==> src/rtl/ifetch_ctrl.sv <==
// Instruction fetch controller: walks a combinational ROM into a 2-entry {pc, instr} queue,
// honours branch redirects and latches a sticky fault on out-of-range or misaligned fetch targets.
module ifetch_ctrl #(
   parameter logic [31:0] RESET_PC  = 32'h0000_0000,
   parameter int          MEM_WORDS = 32
) (
   input  logic        clk,
   input  logic        reset,
   output logic [31:0] rom_addr,
   input  logic [31:0] rom_data,
   output logic        out_valid,
   output logic [31:0] out_instr,
   output logic [31:0] out_pc,
   input  logic        out_ready,
   input  logic        redirect_valid,
   input  logic [31:0] redirect_pc,
   output logic        fault,
   output logic [31:0] fault_pc
);

   typedef enum logic {ST_RUN, ST_FAULT} state_t;

   state_t      r_state;
   state_t      w_nextState;
   logic [31:0] r_fetchPc;
   logic [1:0]  r_count;
   logic [31:0] r_pc0;
   logic [31:0] r_instr0;
   logic [31:0] r_pc1;
   logic [31:0] r_instr1;
   logic [31:0] r_faultPc;

   logic        w_pop;
   logic        w_inRange;
   logic        w_fetch;
   logic        w_misaligned;

   assign rom_addr     = {2'b00, r_fetchPc[31:2]};
   assign w_inRange    = rom_addr < 32'(MEM_WORDS);
   assign w_misaligned = redirect_pc[1:0] != 2'b00;
   // A redirect wins over everything else in its cycle, so it suppresses both pop and fetch.
   assign w_pop        = (r_count != 2'd0) && out_ready && !redirect_valid;
   assign w_fetch      = (r_state == ST_RUN) && !redirect_valid && w_inRange &&
                         ((r_count != 2'd2) || w_pop);

   always_ff @(posedge clk or posedge reset) begin
      if (reset) begin
         r_state <= ST_RUN;
      end else begin
         r_state <= w_nextState;
      end
   end

   always_comb begin
      w_nextState = r_state;
      if (redirect_valid) begin
         w_nextState = w_misaligned ? ST_FAULT : ST_RUN;
      end else if ((r_state == ST_RUN) && !w_inRange) begin
         w_nextState = ST_FAULT;
      end
   end

   always_comb begin
      out_valid = r_count != 2'd0;
      out_instr = out_valid ? r_instr0 : 32'h0;
      out_pc    = out_valid ? r_pc0 : 32'h0;
      fault     = r_state == ST_FAULT;
      fault_pc  = r_faultPc;
   end

   always_ff @(posedge clk or posedge reset) begin
      if (reset) begin
         r_fetchPc <= RESET_PC;
         r_count   <= 2'd0;
         r_pc0     <= 32'h0;
         r_instr0  <= 32'h0;
         r_pc1     <= 32'h0;
         r_instr1  <= 32'h0;
         r_faultPc <= 32'h0;
      end else if (redirect_valid) begin
         r_count   <= 2'd0;
         r_fetchPc <= redirect_pc;
         r_faultPc <= w_misaligned ? redirect_pc : 32'h0;
      end else begin
         if ((r_state == ST_RUN) && !w_inRange) begin
            r_faultPc <= r_fetchPc;
         end
         if (w_fetch) begin
            r_fetchPc <= r_fetchPc + 32'd4;
         end
         // Slot 0 is always the head; a pop shifts slot 1 forward before any new word lands.
         case ({w_pop, w_fetch})
            2'b10: begin
               r_pc0    <= r_pc1;
               r_instr0 <= r_instr1;
               r_count  <= r_count - 2'd1;
            end
            2'b01: begin
               if (r_count == 2'd0) begin
                  r_pc0    <= r_fetchPc;
                  r_instr0 <= rom_data;
               end else begin
                  r_pc1    <= r_fetchPc;
                  r_instr1 <= rom_data;
               end
               r_count <= r_count + 2'd1;
            end
            2'b11: begin
               if (r_count == 2'd1) begin
                  r_pc0    <= r_fetchPc;
                  r_instr0 <= rom_data;
               end else begin
                  r_pc0    <= r_pc1;
                  r_instr0 <= r_instr1;
                  r_pc1    <= r_fetchPc;
                  r_instr1 <= rom_data;
               end
            end
            default: begin
            end
         endcase
      end
   end

endmodule

==> config.mk <==
export PLATFORM = sky130hd
export DESIGN_NAME = ifetch_ctrl
export DESIGN_NICKNAME = d
export VERILOG_FILES = /design/src/rtl/ifetch_ctrl.sv
export SDC_FILE = /design/constraint.sdc
export NUM_CORES = 1
export LEC_CHECK = 0
export CORE_UTILIZATION = 45
export CTS_CLUSTER_SIZE = 16
export DETAILED_ROUTE_END_ITERATION = 7
export GPL_TIMING_DRIVEN = 0
export PLACE_DENSITY = 0.79
export SYNTH_ARGS = -nofsm -noshare
export SYNTH_HDL_FRONTEND = slang
export SYNTH_SLANG_ARGS = --single-unit
==> constraint.sdc <==
create_clock -name clk -period 6.9 [get_ports clk]
set_input_delay 1.035 -clock clk [delete_from_list [all_inputs] [get_ports clk]]
set_output_delay 1.035 -clock clk [all_outputs]
set_load 0.1 [all_outputs]
# Word-level counts from Yosys, hierarchy flattened
# Cells that the tools add are included.
[op_classes]
n_addsub = 3
magnitude_cmp = 1
eq_ne = 8
muxes = 24
bitwise_logic = 2
reduce_logical = 19
[op_table]
columns = ["op", "count"]
rows = [
  ["2-to-1 mux 32 bit", 15],
  ["one-hot mux 32 bit (3 select lines)", 2],
  ["one-hot mux 32 bit (2 select lines)", 2],
  ["adder 32 x 3 -> 32 bit (second input constant)", 1],
  ["< comparator 30 x 6 -> 1 bit (second input constant)", 1],
  ["nonzero test 2 bit", 5],
  ["!= test 2 bit (second input constant)", 4],
  ["logical AND 1 bit", 6],
  ["nonzero test 3 bit", 2],
  ["equality test 2 x 1 -> 1 bit (second input constant)", 2],
  ["equality test 2 bit (second input constant)", 2],
  ["one-hot mux 2 bit (2 select lines)", 1],
  ["AND reduction 4 bit", 1],
  ["2-to-1 mux 1 bit", 3],
  ["AND reduction 3 bit", 1],
  ["adder 2 x 1 -> 2 bit (second input constant)", 1],
  ["logical NOT 1 bit", 2],
  ["logical NOT 2 bit", 1],
  ["2-to-1 mux 2 bit", 1],
  ["NOT 1 bit", 2],
  ["subtractor 2 x 1 -> 2 bit (second input constant)", 1],
  ["logical OR 1 bit", 1],
]
[word_totals]
register_bits = 195
in_bits = 68
out_inout_bits = 130
word_cells = 65

# Longest topological paths before layout
[logic_depth]
ltp_word = 8
ltp_mapped = 9
ltp_nobuf = 7

# Worst setup path before layout
# OpenSTA, ideal clock, no wires.
[synth_path]
kind = "register to output"
from = "register r_count[0]"
to = "output out_instr[10]"
arrival_time_ns = 2.464
required_ns = 5.865
setup_slack_ns = 3.401
path_stages_with_launch = 6
path_buffers = 2
path_cell_list = "dfrtp_1 inv_1 ha_1 clkbuf_1 clkbuf_1 nor2b_1"
[synth_via]
elab_chain_len = 2
[synth_lines]
columns = ["element", "line_no", "rtl"]
rows = [
  ["from (decl)", "26", "logic [1:0] r_count;"],
  ["from (signal assigned)", "96", "r_count <= r_count - 2'd1;"],
  ["from (signal assigned)", "106", "r_count <= r_count + 2'd1;"],
  ["nonzero test 2 bit", "64", "out_valid = r_count != 2'd0;"],
  ["2-to-1 mux 32 bit", "65", "out_instr = out_valid ? r_instr0 : 32'h0;"],
  ["to (decl)", "12", "output logic [31:0] out_instr,"],
]
# No other way between the ends.

# Worst setup path in the final report
[layout_path]
from = "register r_count[0]"
to = "output out_pc[8]"
[layout_via]
elab_chain_len = 2
[layout_lines]
columns = ["element", "line_no", "rtl"]
rows = [
  ["nonzero test 2 bit", "64", ""],
  ["2-to-1 mux 32 bit", "66", "out_pc = out_valid ? r_pc0 : 32'h0;"],
  ["to (decl)", "13", "output logic [31:0] out_pc,"],
]
# No other way between the ends.

==> metrics.json <==
{
  "drt": {
    "initialDrtViolationCount": 398,
    "detailroute.via_count": 7573,
    "avgRoutedWirePerCell_um": 18.7,
    "drt.antenna.violating_nets": 0,
    "viasPerCell": 5.48,
    "wirelength_mm": 25.8,
    "post-route-drc-count": 0,
    "drtPass1Iterations": 7
  },
  "placement": {
    "number_of_i_o_port_buffers": 195,
    "gp_routability_congestion": 0.843,
    "dp.final_hpwl_mm": 18.0,
    "detailedPlace.worstSlack_ns": 2.81,
    "place_inst": 1349
  },
  "worst_setup_path": {
    "critPathArrivalTime_ns": 3.55,
    "cp_endpoint_kind": "primary output",
    "top_fanout_value_on_the_critical_path": 10,
    "start_kind": "flop",
    "worst-setup-path-type": "flop to primary output",
    "critical_path_required_ns": 5.86
  },
  "synthesis": {
    "synthesis.yosys.warnings": 0,
    "netlist.top_cell.by_area": "sky130_fd_sc_hd__dfrtp_1",
    "ys_seq_area_share_pct": 52.2,
    "post_synth_num_cell_types": 44,
    "synth_compound_area_share_pct": 14.7,
    "library_cell_with_the_highest_instance_count_after_synthesis": "sky130_fd_sc_hd__dfrtp_1",
    "synth_top_family_by_area": "compound AO/OA/AOI/OAI gates",
    "synth.cells.most_frequent": "sky130_fd_sc_hd__dfrtp_1, sky130_fd_sc_hd__nand2_1, sky130_fd_sc_hd__nor2b_1",
    "async_reset_ff_share_pct": 100,
    "synth_simple_gate_area_share_pct": 13.4,
    "synth_area_in_xor_xnor_pct": 0.281,
    "synth_area_mm2": 0.00935,
    "post_synthesis_average_cell_area_um2": 10.6,
    "number_of_enable_type_register_cells_in_the_synthesized_netlist": 0,
    "synth_adder_area_share_pct": 0.535,
    "mux_contribution_to_synthesized_area_pct": 12.0,
    "most_common_flop_cell_mapped_by_yosys": "sky130_fd_sc_hd__dfrtp_1",
    "post_synthesis_cells": 882,
    "synth.area.top_cells": "sky130_fd_sc_hd__dfrtp_1, sky130_fd_sc_hd__mux2_2, sky130_fd_sc_hd__a2bb2oi_1",
    "synth_top_area_share_pct": 52.2,
    "ys_seq_elements": 195
  },
  "sta": {
    "setup_repair_after_global_routing_missed_its_margin": "no",
    "period_share_pct": 66.4,
    "setup-tns-final_ns": 0,
    "final_max_slew_viols": 0,
    "max_freq_ghz": 0.218,
    "finalSetupViolations": 0,
    "timing.clock.skew_ns": 0.0117,
    "timing.final.hold_violations": 0,
    "finalWorstPathRequiredPeriod_ns": 4.58,
    "slew_headroom_pct": 30.1,
    "worst-slew-pin-transition_ns": 1.04,
    "timing.final.ws_setup_ns": 2.32
  },
  "run": {
    "maxCapViolations": 0
  },
  "clocking": {
    "tritoncts": "yes",
    "htreeDepth": 4,
    "ctsRootBufferMaster": "sky130_fd_sc_hd__clkbuf_16",
    "clock_sinks": 195,
    "worst_path_clk_slew_ns": 0.07,
    "cts_buffers": 17,
    "post_cts_buffers": 0,
    "worst_skew_pair_latency_ns": 0.44,
    "cts_hold_buf": 0,
    "clockBufferDepth": 2,
    "number_of_cells_upsized_or_downsized_after_cts": 0
  },
  "floorplanning": {
    "chipHeight_um": 146,
    "die_width_um": 146,
    "pin_count": 198,
    "die_area_mm2": 0.0214,
    "initial_core_util_pct": 46.0,
    "number_of_standard_cell_rows_in_the_floorplan": 52,
    "core_region_area_mm2": 0.0203
  },
  "grt": {
    "groute.usage.overall_pct": 24.8,
    "first_global_vias": 7743,
    "grt_antenna_before_repair": 0,
    "grt_max_degree": 102,
    "grt_first_pass_wirelength_mm": 41.7,
    "gr-total-overflow": 0
  },
  "power_and_ir_drop": {
    "power_density_mw_per_mm2": 271,
    "finalPower_w": 0.00332,
    "static_leakage_nw": 5.38,
    "irDropWorstVdd_mv": 0.183
  },
  "finish": {
    "drive_above_1_share_pct": 13.7,
    "post_layout_nonfiller_instances": 1381,
    "filler_cell_count": 1692,
    "area_growth_pct": 31.1,
    "antenna_cells": 0,
    "nNetsFinal": 1170
  },
  "run_status": {
    "outcome": "completed"
  },
  "min_path": {
    "min-delay-path-class": "flop to flop"
  }
}
[path summary, 6_finish.rpt]
check	from	endpoint	slack [ns]	cells after the start
worst max-delay path	r_count[0]	out_pc[8]	2.32	6
worst min-delay path	r_instr1[23]	r_instr1[23]	0.49	1
min in group asynchronous	reset	r_instr0[29]	1.09	2
max in group asynchronous	reset	r_instr1[13]	4.85	3
worst min register to register	r_instr1[23]	r_instr1[23]	0.49	1
worst max register to register	r_count[0]	r_pc0[12]	3.71	8
[kinds of logic (layout without fill, tap and decap cells)]
group,count (synthesis),in the layout
muxes,100,100
AOI/OAI and AO/OA,202,202
adders and majority gates,4,4
DFF,195,195
and+or+nand+nor,248,248
buffers and inverters,129,357
xor gates and xnor gates,3,3
other,1,2
[metal layers]
layer  up-vias  share of wire, %  track usage [%]
li1       3472                 -                -
met1      3771                43             32.5
met2       285                47             39.7
met3        45               7.4             6.13
met4         0               2.4             9.38
met5         -                 0                0
[area by class of cell]
type                       instances  area (µm²)  area share [%]
sequential                       195        4880            39.8
clock inverter                    13         125            1.02
inverter                          34         135            1.10
clock buffer                      19         453            3.70
timing repair buffer             196        1980            16.2
buffer                            95         505            4.12
multi-input combinational        559        3840            31.3
tap                              270         338            2.76
[layout by cell type, fill, tap and decap left out, types with 4 or more instances in the layout]
master and n:
sky130_fd_sc_hd__clkdlybuf4s50_1 195, sky130_fd_sc_hd__clkinvlp_4 4, sky130_fd_sc_hd__a31oi_1 50, sky130_fd_sc_hd__a21oi_1 19
sky130_fd_sc_hd__buf_4 36, sky130_fd_sc_hd__inv_1 33, sky130_fd_sc_hd__nand2_1 124, sky130_fd_sc_hd__nor4_1 6
sky130_fd_sc_hd__a2bb2oi_1 64, sky130_fd_sc_hd__nor2b_1 89, sky130_fd_sc_hd__clkbuf_16 17, sky130_fd_sc_hd__mux2_1 35
sky130_fd_sc_hd__mux2_2 65, sky130_fd_sc_hd__clkbuf_1 47, sky130_fd_sc_hd__nor2_1 8, sky130_fd_sc_hd__o21ai_0 53
sky130_fd_sc_hd__dfrtp_1 195, sky130_fd_sc_hd__ha_1 4, sky130_fd_sc_hd__buf_2 11
[metrics by stage]
stage,area (µm²),hold slack (ns),util [%]
5_1_grt,12300,0.503,60.4
3_5_place_dp,11700,0.475,57.5
2_1_floorplan,9350,0.458,-
4_1_cts,12300,0.493,60.4
3_3_place_gp,11600,0.467,57.3
6_report,12300,0.489,60.4
[power breakdown]
part	leakage (nW)	total (W)	switching, W	internal [W]
clock network	0.274	0.000977	0.000455	0.000523
logic	2.60	0.000834	0.000490	0.000344
registers	2.50	0.00151	0.000142	0.00137
total	5.38	0.00332	0.00109	0.00223
[critical path, cell delays in order, from the launching register on]
cell,delay [ns]
sky130_fd_sc_hd__dfrtp_1,0.41
sky130_fd_sc_hd__inv_1,0.11
sky130_fd_sc_hd__ha_1,0.31
sky130_fd_sc_hd__clkbuf_1,0.55
sky130_fd_sc_hd__clkbuf_1,0.52
sky130_fd_sc_hd__nor2b_1,0.20
sky130_fd_sc_hd__clkdlybuf4s50_1,1.01
[registers in the layout (all words and copies together) (netlist names)]
name and flops:
fault_pc 32, fault 1, r_pc1 32, r_count 2
r_instr1 32, r_instr0 32, r_pc0 32, r_fetchPc 32
Note: power is estimated with default switching activity, not from simulation.
